==> src/rtl/fetch_unit.sv <==
`default_nettype none
// ============================================================================
//  Module      : fetch_unit
//  Description : Single-issue instruction fetch stage. Holds the program
//                counter, issues one instruction-memory read at a time and
//                presents the returned word, with its address, to decode.
//                A branch redirect takes priority over stall and memory ack.
//  Revision    : 1.0  initial release
// ============================================================================
module fetch_unit #(
    parameter int            AW       = 8,
    parameter int            IW       = 16,
    parameter logic [AW-1:0] RESET_PC = '0
) (
    input  logic          clk,
    input  logic          rst,
    input  logic          stall,
    input  logic          branch_en,
    input  logic [AW-1:0] branch_target,
    output logic          imem_req,
    output logic [AW-1:0] imem_addr,
    input  logic          imem_ack,
    input  logic [IW-1:0] imem_data,
    output logic [IW-1:0] instr,
    output logic [AW-1:0] instr_pc,
    output logic          instr_valid,
    output logic [AW-1:0] pc_next
);

    localparam logic [1:0] c_st_idle  = 2'd0;
    localparam logic [1:0] c_st_fetch = 2'd1;
    localparam logic [1:0] c_st_valid = 2'd2;

    logic [1:0]    r_state;
    logic [1:0]    w_state_nxt;
    logic [AW-1:0] r_pc;
    logic [IW-1:0] r_instr;
    logic [AW-1:0] r_instr_pc;
    logic [AW-1:0] w_pc_inc;
    logic          w_capture;

    // Incrementer wraps naturally at 2^AW; the carry is deliberately dropped.
    assign w_pc_inc  = r_pc + {{(AW-1){1'b0}}, 1'b1};
    // A redirect in the same cycle as an ack discards the returned word.
    assign w_capture = (r_state == c_st_fetch) && imem_ack && !branch_en;

    assign imem_addr = r_pc;
    assign pc_next   = w_pc_inc;
    assign instr     = r_instr;
    assign instr_pc  = r_instr_pc;

    // State register.
    always_ff @(posedge clk) begin
        if (rst) begin
            r_state <= c_st_idle;
        end else begin
            r_state <= w_state_nxt;
        end
    end

    // Next-state logic: a redirect always restarts fetch from the new pc.
    always_comb begin
        w_state_nxt = r_state;
        case (r_state)
            c_st_idle: begin
                w_state_nxt = c_st_fetch;
            end
            c_st_fetch: begin
                if (branch_en) begin
                    w_state_nxt = c_st_fetch;
                end else if (imem_ack) begin
                    w_state_nxt = c_st_valid;
                end
            end
            c_st_valid: begin
                if (branch_en || !stall) begin
                    w_state_nxt = c_st_fetch;
                end
            end
            default: begin
                w_state_nxt = c_st_idle;
            end
        endcase
    end

    // Outputs decoded from state; instr_valid depends on the state register only.
    always_comb begin
        imem_req    = 1'b0;
        instr_valid = 1'b0;
        case (r_state)
            c_st_fetch: imem_req    = !branch_en;
            c_st_valid: instr_valid = 1'b1;
            default: begin
                imem_req    = 1'b0;
                instr_valid = 1'b0;
            end
        endcase
    end

    // Program counter: redirect from any state, otherwise advance on a captured word.
    always_ff @(posedge clk) begin
        if (rst) begin
            r_pc <= RESET_PC;
        end else if (branch_en) begin
            r_pc <= branch_target;
        end else if (w_capture) begin
            r_pc <= w_pc_inc;
        end
    end

    // Instruction and its address are held until the next accepted fetch.
    always_ff @(posedge clk) begin
        if (rst) begin
            r_instr    <= '0;
            r_instr_pc <= '0;
        end else if (w_capture) begin
            r_instr    <= imem_data;
            r_instr_pc <= r_pc;
        end
    end

endmodule
`default_nettype wire

==> config.mk <==
export PLATFORM = sky130hd
export DESIGN_NAME = fetch_unit
export DESIGN_NICKNAME = d
export VERILOG_FILES = /design/src/rtl/fetch_unit.sv
export SDC_FILE = /design/constraint.sdc
export NUM_CORES = 1
export LEC_CHECK = 0
export BUFFER_PORTS_ARGS = -buffer_cell sky130_fd_sc_hd__buf_2
export CAP_MARGIN = 20
export CELL_PAD_IN_SITES_DETAIL_PLACEMENT = 1
export CELL_PAD_IN_SITES_GLOBAL_PLACEMENT = 1
export CORE_UTILIZATION = 34
export DETAILED_ROUTE_END_ITERATION = 10
export GPL_TIMING_DRIVEN = 0
export HOLD_SLACK_MARGIN = 0.15
export PLACE_DENSITY = 0.93
export SETUP_SLACK_MARGIN = 0.05
export SLEW_MARGIN = 10
export SYNTH_ARGS = -nofsm -noshare
export SYNTH_HDL_FRONTEND = slang
export SYNTH_SLANG_ARGS = --single-unit
==> constraint.sdc <==
create_clock -name clk -period 4.9 [get_ports clk]
set_input_delay 0.49 -clock clk [delete_from_list [all_inputs] [get_ports clk]]
set_output_delay 0.49 -clock clk [all_outputs]
set_load 0.02 [all_outputs]
==> results of run 1 <==
## per-stage QoR
| step | area (um2) | worst slack (ns) |
|---|---|---|
| after floorplan | 1440 | 3.00 |
| after global placement | 1850 | 3.04 |
| after detailed placement | 1850 | 2.97 |
| after CTS | 1940 | 2.66 |
| after global routing | 1940 | 2.58 |
| final | 1940 | 2.68 |
## logic make-up after synthesis
| logic type | Yosys count |
|---|---|
| AND/OR/NAND/NOR | 75 |
| adder cells (fa/ha/maj) | 1 |
| AO/OA/AOI/OAI | 42 |
| multiplexers | 2 |
| buffers and inverters | 16 |
| flip-flops | 34 |
| XOR/XNOR | 7 |
## path summary, 6_finish.rpt
check                                               start  depth (start not counted)                        end
worst min-delay path                        imem_data[14]                          3     instr[14]$_SDFFE_PP0P_
worst min register to register     instr[13]$_SDFFE_PP0P_                          2     instr[13]$_SDFFE_PP0P_
worst max-delay path            imem_addr[3]$_SDFFE_PP0P_                          4                 pc_next[7]
worst max register to register  imem_addr[0]$_SDFFE_PP0P_                          4  imem_addr[4]$_SDFFE_PP0P_
## registers in the layout, summed over array words and instances, names as in the netlist
signal / flops
instr_pc: 8
instr: 16
r_state: 2
imem_addr: 8
## final cells by class
type                       count  area, um2
timing repair buffer          68        340
clock inverter                 1       5.00
inverter                       3       11.3
fill                         538       2090
tap                           50       62.6
sequential                    34        681
buffer                        13       57.6
clock buffer                   7       86.3
multi-input combinational    127        693
## power by group
group	switching (mW)	internal (mW)
Sequential	0.0118	0.287
Clock	0.0968	0.113
Combinational	0.0572	0.0349
## critical path, cell delays in order, from the launching register on
cell and delay (ns):
sky130_fd_sc_hd__dfxtp_1 0.50, sky130_fd_sc_hd__nand4_1 0.26, sky130_fd_sc_hd__or3_1 0.43, sky130_fd_sc_hd__nand2_1 0.09
sky130_fd_sc_hd__buf_2 0.17
## per-layer routing
| metal | part of all wire (%) | wire (um) | track usage (%) |
|---|---|---|---|
| met2 | 49 | 1980 | 33.1 |
| met1 | 44 | 1810 | 21.7 |
| met5 | 0 | 0 | 0 |
| met4 | 1.1 | 43 | 6.38 |
| met3 | 5.9 | 238 | 4.22 |
## cell usage after synthesis, types with 2 or more instances
master and instances:
sky130_fd_sc_hd__nand2_1 53, sky130_fd_sc_hd__dfxtp_1 34, sky130_fd_sc_hd__a21oi_1 24, sky130_fd_sc_hd__nor2_1 7
sky130_fd_sc_hd__buf_2 6, sky130_fd_sc_hd__clkbuf_1 6, sky130_fd_sc_hd__a211oi_1 4, sky130_fd_sc_hd__a31oi_1 4
sky130_fd_sc_hd__xor2_1 4, sky130_fd_sc_hd__inv_1 3, sky130_fd_sc_hd__xnor2_1 3, sky130_fd_sc_hd__a21o_1 2
sky130_fd_sc_hd__a311oi_1 2, sky130_fd_sc_hd__mux2i_1 2, sky130_fd_sc_hd__nand3_1 2, sky130_fd_sc_hd__o21ai_0 2
sky130_fd_sc_hd__or3_2 2, sky130_fd_sc_hd__or4_1 2
==> qor.tcl, run 1 <==
set qor(die_width_um) 67.1
set qor(post_synthesis_cells) 177
set qor(ir_worst_vdd_v) 0.000124
set qor(final_common_cell) {sky130_fd_sc_hd__buf_2}
set qor(worst-setup-path-type) {flip-flop to output pin}
set qor(rsz0062_at_grt) {false}
set qor(n_antenna_cell) 0
set qor(wl_per_cell_um) 13.4
set qor(grt-ovfl-total) 0
set qor(hold_ws_ns) 0.440
set qor(io_buffers) 68
set qor(grt_max_degree) 11
set qor(most-common-layout-cells) {sky130_fd_sc_hd__buf_2 (74), sky130_fd_sc_hd__nand2_1 (53), sky130_fd_sc_hd__dfxtp_1 (34), sky130_fd_sc_hd__a21oi_1 (24)}
set qor(synth_area_um2) 1440
set qor(fin_nets) 282
set qor(synth.ff_latch_count) 34
set qor(syn-mean-instance-area_um2) 8.15
set qor(max_clock_freq_mhz) 449
set qor(synth-compound-area-share_pct) 17.3
set qor(cts_sinks) 34
set qor(power.total_mw) 0.601
set qor(critical_path.endpoint_type) {output pin}
set qor(arrival_ns) 1.73
set qor(cts-buffers-inserted) 5
set qor(synth.distinct_cells) 33
set qor(worstHoldPathType) {input pin to flip-flop}
set qor(asyncSetResetFlopFracSynth_pct) 0
set qor(finalCritPeriodShare_pct) 45.4
set qor(slew_headroom_pct) 67.8
set qor(worst_setup_path_start_kind) {flip-flop}
set qor(cts-root-buf) {sky130_fd_sc_hd__clkbuf_8}
set qor(initialDrtViolationCount) 43
set qor(timing.setup.tns_ns) 0
set qor(clock_skew_ns) 0.00191
set qor(cts_tree) {yes}
set qor(grt_util_all_layers_pct) 18.6
set qor(design.portCount) 71
set qor(detailroute.via_count) 1482
set qor(fp-row-count) 23
set qor(synth_enable_flop_cells) 0
set qor(global_placer_s_final_weighted_congestion) 0.822
set qor(post_route_cells_drive_above_1_share_pct) 34.0
set qor(initial_utilization_pct) 35.8
set qor(avgViaCountPerCell) 4.89
set qor(ant_nets) 0
set qor(first_global_vias) 1373
set qor(post_cts_resize_count) 0
set qor(report.final.slew_viol_count) 0
set qor(holdBufCountCts) 0
set qor(synth-seq-area-share_pct) 47.2
set qor(pwr_density_nw_per_um2) 310
set qor(regToRegSetupSlack_ns) 3.15
set qor(synthAdderAreaFrac_pct) 0.867
set qor(timing_hold_violations_final) 0
set qor(placed_cells) 295
set qor(synth.top_cell.area_share_pct) 47.2
set qor(die_area_um2) 4510
set qor(initial_antenna_violation_count) 0
set qor(setup_viol) 0
set qor(synth-simple-area-share_pct) 24.3
set qor(timing.max_cap.violations) 0
set qor(timing.critical_path.fanout_max) 7
set qor(htree_levels) 2
set qor(flow.area_growth_from_synthesis_pct) 34.3
set qor(insertion_delay_ns) 0.28
set qor(cts.reportedPaths.clkPinSlew_ns) 0.07
set qor(drt_first_pass_iters) 4
set qor(yosys.area_share.xor_xnor_pct) 4.25
set qor(run_status) {complete, no violations}
set qor(synth.area.mux_share_pct) 1.39
set qor(cp_data_required_time_ns) 4.41
set qor(synth_ff_type) {sky130_fd_sc_hd__dfxtp_1}
set qor(leakagePower_nw) 0.879
set qor(synthesis.nets) 207
set qor(worst_slew_pin_slew_ns) 0.483
set qor(totalWireLength_um) 4070
set qor(finish.utilization_pct) 48.1
set qor(synth_largest_area_cell) {sky130_fd_sc_hd__dfxtp_1}
set qor(clock_tree.buffer_depth) 2
set qor(detailedPlacementHpwl_um) 3130
set qor(synth_top_family_by_area) {simple AND/OR/NAND/NOR gates}
set qor(grt_pass1_wl_um) 6230
set qor(drc) 0
set qor(final.min_clock_period_ns) 2.22
set qor(core-area_um2) 4030
set qor(synthesis.yosys.warnings) 0
set qor(netlist_top_cells_area) {sky130_fd_sc_hd__dfxtp_1 (47%), sky130_fd_sc_hd__nand2_1 (14%), sky130_fd_sc_hd__a21oi_1 (8.3%), sky130_fd_sc_hd__xor2_1 (2.4%), sky130_fd_sc_hd__buf_2 (2.1%)}
set qor(fin_cells) 303
set qor(post-cts-setup-buffers) 0
set qor(die_y_um) 67.1
(Power assumes the default switching activity.)
==> run 2: changes to the inputs <==
- ABC_AREA: unset -> 1
- CORE_UTILIZATION: 34 -> 31
- PLACE_DENSITY: 0.93 -> 0.87
- clock period: 4.9 -> 2.2 ns (I/O delays scaled with it)
==> run 2 against run 1 <==
  * Clock skew increased by 0.0030 ns
  * Count of clock-buffer cells in the layout stayed put
  * Cell count grew 8.6%
  * Combinational power rose to 2.7 times the previous value
  * Register-to-register slack got worse by 2.4 ns
  * Sequential share of layout area is 0.84 points lower
  * Flip-flop and latch count is the same
  * First-iteration DRC count increased by 26%
  * Global-route usage fell by 0.21 points
==> qor.tcl, run 2 <==
set qor(setup_viol) 0 ;# unchanged
set qor(clock_power_share_pct) 32.0 ;# was 34.9%
set qor(ant_nets) 0 ;# unchanged
set qor(drt_first_pass_iters) 4 ;# unchanged
set qor(cp_data_required_time_ns) 1.98 ;# was 4.41 ns
set qor(pwr_density_nw_per_um2) 681 ;# was 310 nW/um2
set qor(rsz0062_at_grt) {false} ;# unchanged
set qor(avgViaCountPerCell) 4.89 ;# about the same
set qor(final_common_cell) {sky130_fd_sc_hd__buf_2} ;# unchanged
set qor(final.min_clock_period_ns) 1.89
set qor(synth_ff_type) {sky130_fd_sc_hd__dfxtp_1} ;# unchanged
set qor(worst-r2r-cell-count) 6 ;# was 4
set qor(report.final.slew_viol_count) 0 ;# unchanged
set qor(die_width_um) 71.6 ;# was 67.1 um
set qor(synth_area_um2) 1500 ;# was 1440 um2
set qor(netlist_top_cells_area) {sky130_fd_sc_hd__dfxtp_1 (45%), sky130_fd_sc_hd__nor2_1 (10%), sky130_fd_sc_hd__o21ai_0 (9.0%), sky130_fd_sc_hd__nand2_1 (7.2%), sky130_fd_sc_hd__nand3_1 (5.0%)} ;# was sky130_fd_sc_hd__dfxtp_1 (47%), sky130_fd_sc_hd__nand2_1 (14%), sky130_fd_sc_hd__a21oi_1 (8.3%), sky130_fd_sc_hd__xor2_1 (2.4%), sky130_fd_sc_hd__buf_2 (2.1%)
set qor(htree_levels) 2 ;# unchanged
set qor(synth_top_cells_by_count) {sky130_fd_sc_hd__nor2_1 (41), sky130_fd_sc_hd__dfxtp_1 (34), sky130_fd_sc_hd__nand2_1 (29)} ;# was sky130_fd_sc_hd__nand2_1 (53), sky130_fd_sc_hd__dfxtp_1 (34), sky130_fd_sc_hd__a21oi_1 (24)
set qor(synth-seq-area-share_pct) 45.3 ;# was 47.2%
set qor(initialDrtViolationCount) 54 ;# was 43
set qor(synthesis.yosys.warnings) 0 ;# unchanged
set qor(worst_setup_path_start_kind) {flip-flop} ;# unchanged
set qor(totalWireLength_um) 4320 ;# was 4070 um
set qor(critical_path.endpoint_type) {output pin} ;# unchanged
set qor(die_area_um2) 5130 ;# was 4510 um2
set qor(global_placer_s_final_weighted_congestion) 0.770 ;# was 0.822
set qor(timing_hold_violations_final) 0 ;# unchanged
set qor(clock_tree.buffer_depth) 2 ;# unchanged
set qor(initial_antenna_violation_count) 0 ;# unchanged
set qor(initial_utilization_pct) 33.4 ;# was 35.8%
set qor(internal_power_mw) 0.956 ;# was 0.436 mW
set qor(detailroute.via_count) 1608 ;# was 1482
set qor(most-common-layout-cells) {sky130_fd_sc_hd__buf_2 (73), sky130_fd_sc_hd__nor2_1 (41), sky130_fd_sc_hd__dfxtp_1 (34), sky130_fd_sc_hd__nand2_1 (29), sky130_fd_sc_hd__o21ai_0 (27)} ;# was sky130_fd_sc_hd__buf_2 (74), sky130_fd_sc_hd__nand2_1 (53), sky130_fd_sc_hd__dfxtp_1 (34), sky130_fd_sc_hd__a21oi_1 (24)
set qor(grt_util_all_layers_pct) 18.4 ;# was 18.6%
set qor(worstHoldPathType) {input pin to flip-flop} ;# unchanged
set qor(flow.area_growth_from_synthesis_pct) 32.1 ;# was 34.3%
set qor(n_antenna_cell) 0 ;# unchanged
set qor(grt-ovfl-total) 0 ;# unchanged
set qor(p_seq_share_pct) 49.9 ;# was 49.8%
set qor(finalCritPeriodShare_pct) 85.9
set qor(drc) 0 ;# unchanged
set qor(design.portCount) 71 ;# unchanged
set qor(synth.ff_latch_count) 34 ;# unchanged
set qor(syn-mean-instance-area_um2) 7.44 ;# was 8.15 um2
set qor(synth_largest_area_cell) {sky130_fd_sc_hd__dfxtp_1} ;# unchanged
set qor(asyncSetResetFlopFracSynth_pct) 0 ;# unchanged
set qor(fin_cells) 329 ;# was 303
set qor(worst_slew_pin_slew_ns) 0.399 ;# was 0.483 ns
set qor(cts_sinks) 34 ;# unchanged
set qor(number_of_flip_flops_in_the_largest_register) 16 ;# unchanged
set qor(post_cts_resize_count) 0 ;# unchanged
set qor(leakagePower_nw) 1.04 ;# was 0.879 nW
set qor(cts-buffers-inserted) 5 ;# unchanged
set qor(slew_headroom_pct) 73.4 ;# was 67.8%
set qor(post_synthesis_cells) 202 ;# was 177
set qor(worst-setup-path-type) {flip-flop to output pin} ;# unchanged
set qor(core-area_um2) 4500 ;# was 4030 um2
set qor(run_status) {complete, no violations} ;# unchanged
set qor(timing.max_cap.violations) 0 ;# unchanged
set qor(cts.reportedPaths.clkPinSlew_ns) 0.07 ;# about the same
set qor(insertion_delay_ns) 0.28 ;# about the same
set qor(placed_cells) 322 ;# was 295
set qor(synth_most_common_cell) {sky130_fd_sc_hd__nor2_1} ;# was sky130_fd_sc_hd__nand2_1
set qor(grt_max_degree) 11 ;# unchanged
set qor(fin_nets) 307 ;# was 282
set qor(synthesis.nets) 232 ;# was 207
set qor(timing.critical_path.fanout_max) 6 ;# was 7
set qor(detailedPlacementHpwl_um) 3210 ;# was 3130 um
set qor(wl_per_cell_um) 13.1 ;# was 13.4 um
set qor(max_clock_freq_mhz) 529
set qor(cts-root-buf) {sky130_fd_sc_hd__clkbuf_8} ;# unchanged
set qor(post-cts-setup-buffers) 0 ;# unchanged
set qor(die_y_um) 71.6 ;# was 67.1 um
set qor(timing.setup.tns_ns) 0 ;# unchanged
set qor(synth.distinct_cells) 25 ;# was 33
set qor(p_sw_mw) 0.394 ;# was 0.166 mW
set qor(arrival_ns) 1.67 ;# was 1.73 ns
set qor(fp-row-count) 24 ;# was 23
set qor(synth.top_cell.area_share_pct) 45.3 ;# was 47.2%
set qor(ir_worst_vdd_v) 0.000332 ;# was 0.000124 V
set qor(io_buffers) 68 ;# unchanged
set qor(first_global_vias) 1664 ;# was 1373
set qor(cts_tree) {yes} ;# unchanged
set qor(grt_pass1_wl_um) 7230 ;# was 6230 um
set qor(power_switching_share_pct) 29.2 ;# was 27.6%
set qor(p_comb_share_pct) 18.2 ;# was 15.3%
set qor(holdBufCountCts) 0 ;# unchanged
set qor(post_route_cells_drive_above_1_share_pct) 32.1 ;# was 34.0%
set qor(clock_skew_ns) 0.00495 ;# was 0.00191 ns
set qor(synth_enable_flop_cells) 0 ;# unchanged
set qor(holdPathStages) 3 ;# unchanged
## run 2: final timing paths
check / startpoint / end / slack, ns
hold reg to reg: instr[7]$_SDFFE_PP0P_ / instr[7]$_SDFFE_PP0P_ / 0.51
setup reg to reg: imem_addr[1]$_SDFFE_PP0P_ / imem_addr[4]$_SDFFE_PP0P_ / 0.78
hold / removal: imem_data[8] / instr[8]$_SDFFE_PP0P_ / 0.16
setup / recovery: imem_addr[1]$_SDFFE_PP0P_ / pc_next[6] / 0.31
## run 2: per-layer routing
metal | up-vias | part of all wire (%) | GRT usage (%)
met5 | - | 0 | 0
met4 | 0 | 1.9 | 10.2
met2 | 59 | 45 | 29.9
met1 | 742 | 47 | 22.5
li1 | 800 | - | -
met3 | 7 | 5.5 | 4.22
## run 2: cell type report
| cell class | count | area, um2 |
|---|---|---|
| fill | 588 | 2520 |
| sequential | 34 | 681 |
| multi-input combinational | 139 | 671 |
| timing repair buffer | 68 | 340 |
| buffer | 11 | 83.8 |
| clock buffer | 7 | 76.3 |
| inverter | 18 | 67.6 |
| tap | 52 | 65.1 |
## run 2: logic make-up after synthesis
| group | synth area share [%] |
|---|---|
| xor gates and xnor gates | 0.583 |
| DFF | 45.3 |
| AOI/OAI and AO/OA | 15.8 |
| adders and majority gates | 0.833 |
| buffers and inverters | 10.1 |
| and+or+nand+nor | 27.4 |
## run 2: power groups by stage
stage / Clock, mW / Combinational (mW) / Sequential, mW
after floorplan: 0 / 0.114 / 0.723
after detailed placement: 0 / 0.246 / 0.687
after global routing: 0.471 / 0.273 / 0.678
after CTS: 0.447 / 0.248 / 0.674
final: 0.432 / 0.245 / 0.673
after global placement: 0 / 0.241 / 0.686
## run 2: through the flow
step / setup slack [ns] / area [um2] / power, mW / util (%) / hold slack (ns)
6_report: 0.309 / 1980 / 1.35 / 44.1 / 0.162
3_3_place_gp: 0.675 / 1910 / 0.927 / 42.4 / 0.442
2_1_floorplan: 0.706 / 1500 / 0.837 / - / 0.355
3_5_place_dp: 0.622 / 1910 / 0.933 / 42.4 / 0.453
4_1_cts: 0.298 / 1980 / 1.37 / 44.1 / 0.153
5_1_grt: 0.180 / 1980 / 1.42 / 44.1 / 0.162
## run 2: worst max-delay path, stage by stage (launching register included)
cell,delay (ns)
sky130_fd_sc_hd__dfxtp_1,0.45
sky130_fd_sc_hd__ha_1,0.28
sky130_fd_sc_hd__nand2_1,0.09
sky130_fd_sc_hd__nor2_1,0.13
sky130_fd_sc_hd__nand3_1,0.11
sky130_fd_sc_hd__and2_1,0.18
sky130_fd_sc_hd__buf_2,0.15
==> run 3: changes to the inputs <==
- ABC_AREA: 1 -> 0
==> run 3 against run 2 <==
  * Register-to-register slack got worse by 0.30 ns
  * Total power fell by 3.9%
  * Via count fell by 8.2%
  * First-iteration DRC count fell by 43%
  * Flip-flop and latch count did not move
  * Cell area fell by 2.9%
  * Die area fell by 3.9%
  * Largest cell class is now multi-input combinational cells
  * Worst hold slack improved by 0.0044 ns
  * Sequential power fell by 1%
  * Fmax rose by 0.46%
  * Critical path depth fell by 1
  * Global-route usage fell by 1.1 points
==> qor.tcl, run 3 (same netlist as run 1, synthesis figures left out) <==
set qor(multi_input_area_um2) 693 ;# was 671 um2
set qor(detailroute.via_count) 1476 ;# was 1608
set qor(worst_slew_pin_slew_ns) 0.496 ;# was 0.399 ns
set qor(fin_nets) 282 ;# was 307
set qor(final_common_cell) {sky130_fd_sc_hd__buf_2} ;# unchanged
set qor(flow.area_growth_from_synthesis_pct) 33.6 ;# was 32.1%
set qor(grt-ovfl-total) 0 ;# unchanged
set qor(die_y_um) 70.2 ;# was 71.6 um
set qor(initial_antenna_violation_count) 0 ;# unchanged
set qor(timing.setup.tns_ns) 0 ;# unchanged
set qor(totalWireLength_um) 3980 ;# was 4320 um
set qor(crit-reg2reg-launch) {imem_addr[1]$_SDFFE_PP0P_} ;# unchanged
set qor(cts_sinks) 34 ;# unchanged
set qor(critical_path.endpoint_type) {output pin} ;# unchanged
set qor(slew_headroom_pct) 66.9 ;# was 73.4%
set qor(regToRegSetupSlack_ns) 0.48 ;# was 0.78 ns
set qor(finish.utilization_pct) 43.7 ;# was 44.1%
set qor(rsz0062_at_grt) {false} ;# unchanged
set qor(initial_utilization_pct) 32.7 ;# was 33.4%
set qor(ir_worst_vdd_v) 0.000249 ;# was 0.000332 V
set qor(layout_setup_ws_ns) 0.318 ;# was 0.309 ns
set qor(most-common-layout-cells) {sky130_fd_sc_hd__buf_2 (74), sky130_fd_sc_hd__nand2_1 (53), sky130_fd_sc_hd__dfxtp_1 (34), sky130_fd_sc_hd__a21oi_1 (24), sky130_fd_sc_hd__nor2_1 (7)} ;# was sky130_fd_sc_hd__buf_2 (73), sky130_fd_sc_hd__nor2_1 (41), sky130_fd_sc_hd__dfxtp_1 (34), sky130_fd_sc_hd__nand2_1 (29), sky130_fd_sc_hd__o21ai_0 (27)
set qor(worst_setup_path_start_kind) {flip-flop} ;# unchanged
set qor(worst-setup-path-type) {flip-flop to output pin} ;# unchanged
set qor(holdBufCountCts) 0 ;# unchanged
set qor(drc) 0 ;# unchanged
set qor(run_status) {complete, no violations} ;# unchanged
set qor(initialDrtViolationCount) 31 ;# was 54
set qor(die_width_um) 70.2 ;# was 71.6 um
set qor(layout.area.seq_um2) 681 ;# unchanged
set qor(hold_path_end) {instr[15]$_SDFFE_PP0P_} ;# was instr[8]$_SDFFE_PP0P_
set qor(clock_tree.buffer_depth) 2 ;# unchanged
set qor(timing.critical_path.fanout_max) 6 ;# unchanged
set qor(grt_pass1_wl_um) 6770 ;# was 7230 um
set qor(htree_levels) 2 ;# unchanged
set qor(number_of_flip_flops_in_the_largest_register) 16 ;# unchanged
set qor(post-cts-setup-buffers) 0 ;# unchanged
set qor(first_global_vias) 1479 ;# was 1664
set qor(insertion_delay_ns) 0.28 ;# about the same
set qor(io_buffers) 68 ;# unchanged
set qor(fp-row-count) 24 ;# unchanged
set qor(pwr_density_nw_per_um2) 674 ;# was 681 nW/um2
set qor(report.final.slew_viol_count) 0 ;# unchanged
set qor(rr_endpoint) {imem_addr[6]$_SDFFE_PP0P_} ;# was imem_addr[4]$_SDFFE_PP0P_
set qor(cell_breakdown_of_the_critical_path) {clkbuf_2, nand4_1, or3_1, nand2_1, buf_2} ;# was ha_1, nand2_1, nor2_1, nand3_1, and2_1, buf_2
set qor(ant_nets) 0 ;# unchanged
set qor(post_cts_resize_count) 0 ;# unchanged
set qor(finalCritPeriodShare_pct) 85.6 ;# was 85.9%
set qor(timing.hold.worst.start) {imem_data[15]} ;# was imem_data[8]
set qor(max_clock_freq_mhz) 531 ;# was 529 MHz
set qor(worst-r2r-cell-count) 4 ;# was 6
set qor(final.min_clock_period_ns) 1.88 ;# was 1.89 ns
set qor(arrival_ns) 1.66 ;# was 1.67 ns
set qor(worst_path_largest_cell_delay_ns) 0.41 ;# was 0.45 ns
set qor(design.portCount) 71 ;# unchanged
set qor(timing.max_cap.violations) 0 ;# unchanged
set qor(wl_per_cell_um) 13.1 ;# about the same
set qor(cts_tree) {yes} ;# unchanged
set qor(hold_ws_ns) 0.166 ;# was 0.162 ns
set qor(dp_worst_setup_slack_ns) 0.496 ;# was 0.622 ns
set qor(cts-root-buf) {sky130_fd_sc_hd__clkbuf_8} ;# unchanged
set qor(avgViaCountPerCell) 4.86 ;# was 4.89
set qor(leakagePower_nw) 0.875 ;# was 1.04 nW
set qor(timing_hold_violations_final) 0 ;# unchanged
set qor(fillCellCount) 570 ;# was 588
set qor(cp_data_required_time_ns) 1.98 ;# about the same
set qor(drt_first_pass_iters) 3 ;# was 4
set qor(setup_viol) 0 ;# unchanged
set qor(worstHoldPathType) {input pin to flip-flop} ;# unchanged
set qor(core-area_um2) 4410 ;# was 4500 um2
set qor(cts-buffers-inserted) 5 ;# unchanged
set qor(detailedPlacementHpwl_um) 3020 ;# was 3210 um
set qor(grt_util_all_layers_pct) 17.3 ;# was 18.4%
set qor(holdPathStages) 3 ;# unchanged
set qor(global_placer_s_final_weighted_congestion) 0.751 ;# was 0.770
set qor(cp_slowest_cell) {sky130_fd_sc_hd__or3_1} ;# was sky130_fd_sc_hd__dfxtp_1
set qor(die_area_um2) 4930 ;# was 5130 um2
set qor(clock_skew_ns) 0.00677 ;# was 0.00495 ns
set qor(post_route_cells_drive_above_1_share_pct) 34.1 ;# was 32.1%
set qor(cts.reportedPaths.clkPinSlew_ns) 0.07 ;# about the same
set qor(grt_max_degree) 11 ;# unchanged
set qor(n_antenna_cell) 0 ;# unchanged
## run 3: cell count changes in the layout (fill, tap and decap cells not counted), moves of 13 or more
cell                      before  now
sky130_fd_sc_hd__a21oi_1      11   24
sky130_fd_sc_hd__nand2_1      29   53
sky130_fd_sc_hd__inv_1        17    3
sky130_fd_sc_hd__nor2_1       41    7
sky130_fd_sc_hd__o21ai_0      27    2
sky130_fd_sc_hd__nand3_1      15    2
## run 3: worst max-delay path: cells and delay by family, from the launching register on
family	cells	cell delay (ns)
flops	1	0.32
simple gates	3	0.69
buf+inv	2	0.37
## run 3: metal layers
| metal | part of all wire (%) | vias up | global-route usage [%] |
|---|---|---|---|
| met3 | 6.0 | 5 | 3.90 |
| met5 | 0 | - | 0 |
| met4 | 1.6 | 0 | 7.33 |
| met2 | 49 | 50 | 29.5 |
| met1 | 44 | 670 | 20.9 |
| li1 | - | 751 | - |
## run 3: worst max path at each step
stage                                   start                   endpoint  slack, ns
finish              imem_addr[2]$_SDFFE_PP0P_                 pc_next[7]       0.32
CTS                 imem_addr[2]$_SDFFE_PP0P_                 pc_next[7]       0.27
global placement    imem_addr[0]$_SDFFE_PP0P_  imem_addr[6]$_SDFFE_PP0P_       0.53
global route        imem_addr[2]$_SDFFE_PP0P_                 pc_next[7]       0.14
floorplan           imem_addr[1]$_SDFFE_PP0P_  imem_addr[6]$_SDFFE_PP0P_       0.49
detailed placement  imem_addr[0]$_SDFFE_PP0P_  imem_addr[6]$_SDFFE_PP0P_       0.50
## run 3: through the flow
step	area [um2]	total power, mW	std cells
3_5_place_dp	1850	0.887	297
2_1_floorplan	1440	0.802	177
3_3_place_gp	1850	0.882	297
5_1_grt	1930	1.37	304
4_1_cts	1930	1.32	304
6_report	1930	1.30	304
## run 3: area by class of cell
class                           count  share of cell area, %
Buffer                             13                   2.99
Clock buffer                        5                   3.57
Clock inverter                      2                  0.519
Inverter                            3                  0.584
Multi-Input combinational cell    127                   36.0
Sequential cell                    34                   35.3
Tap cell                           52                   3.38
Timing Repair Buffer               68                   17.7
## run 3: report_power, final
| group | leakage [nW] | internal (mW) | switching [mW] | total, mW |
|---|---|---|---|---|
| clock | 0.0438 | 0.212 | 0.217 | 0.429 |
| sequential | 0.277 | 0.640 | 0.0254 | 0.665 |
| combinational | 0.554 | 0.0779 | 0.126 | 0.204 |
| total | 0.875 | 0.930 | 0.368 | 1.30 |
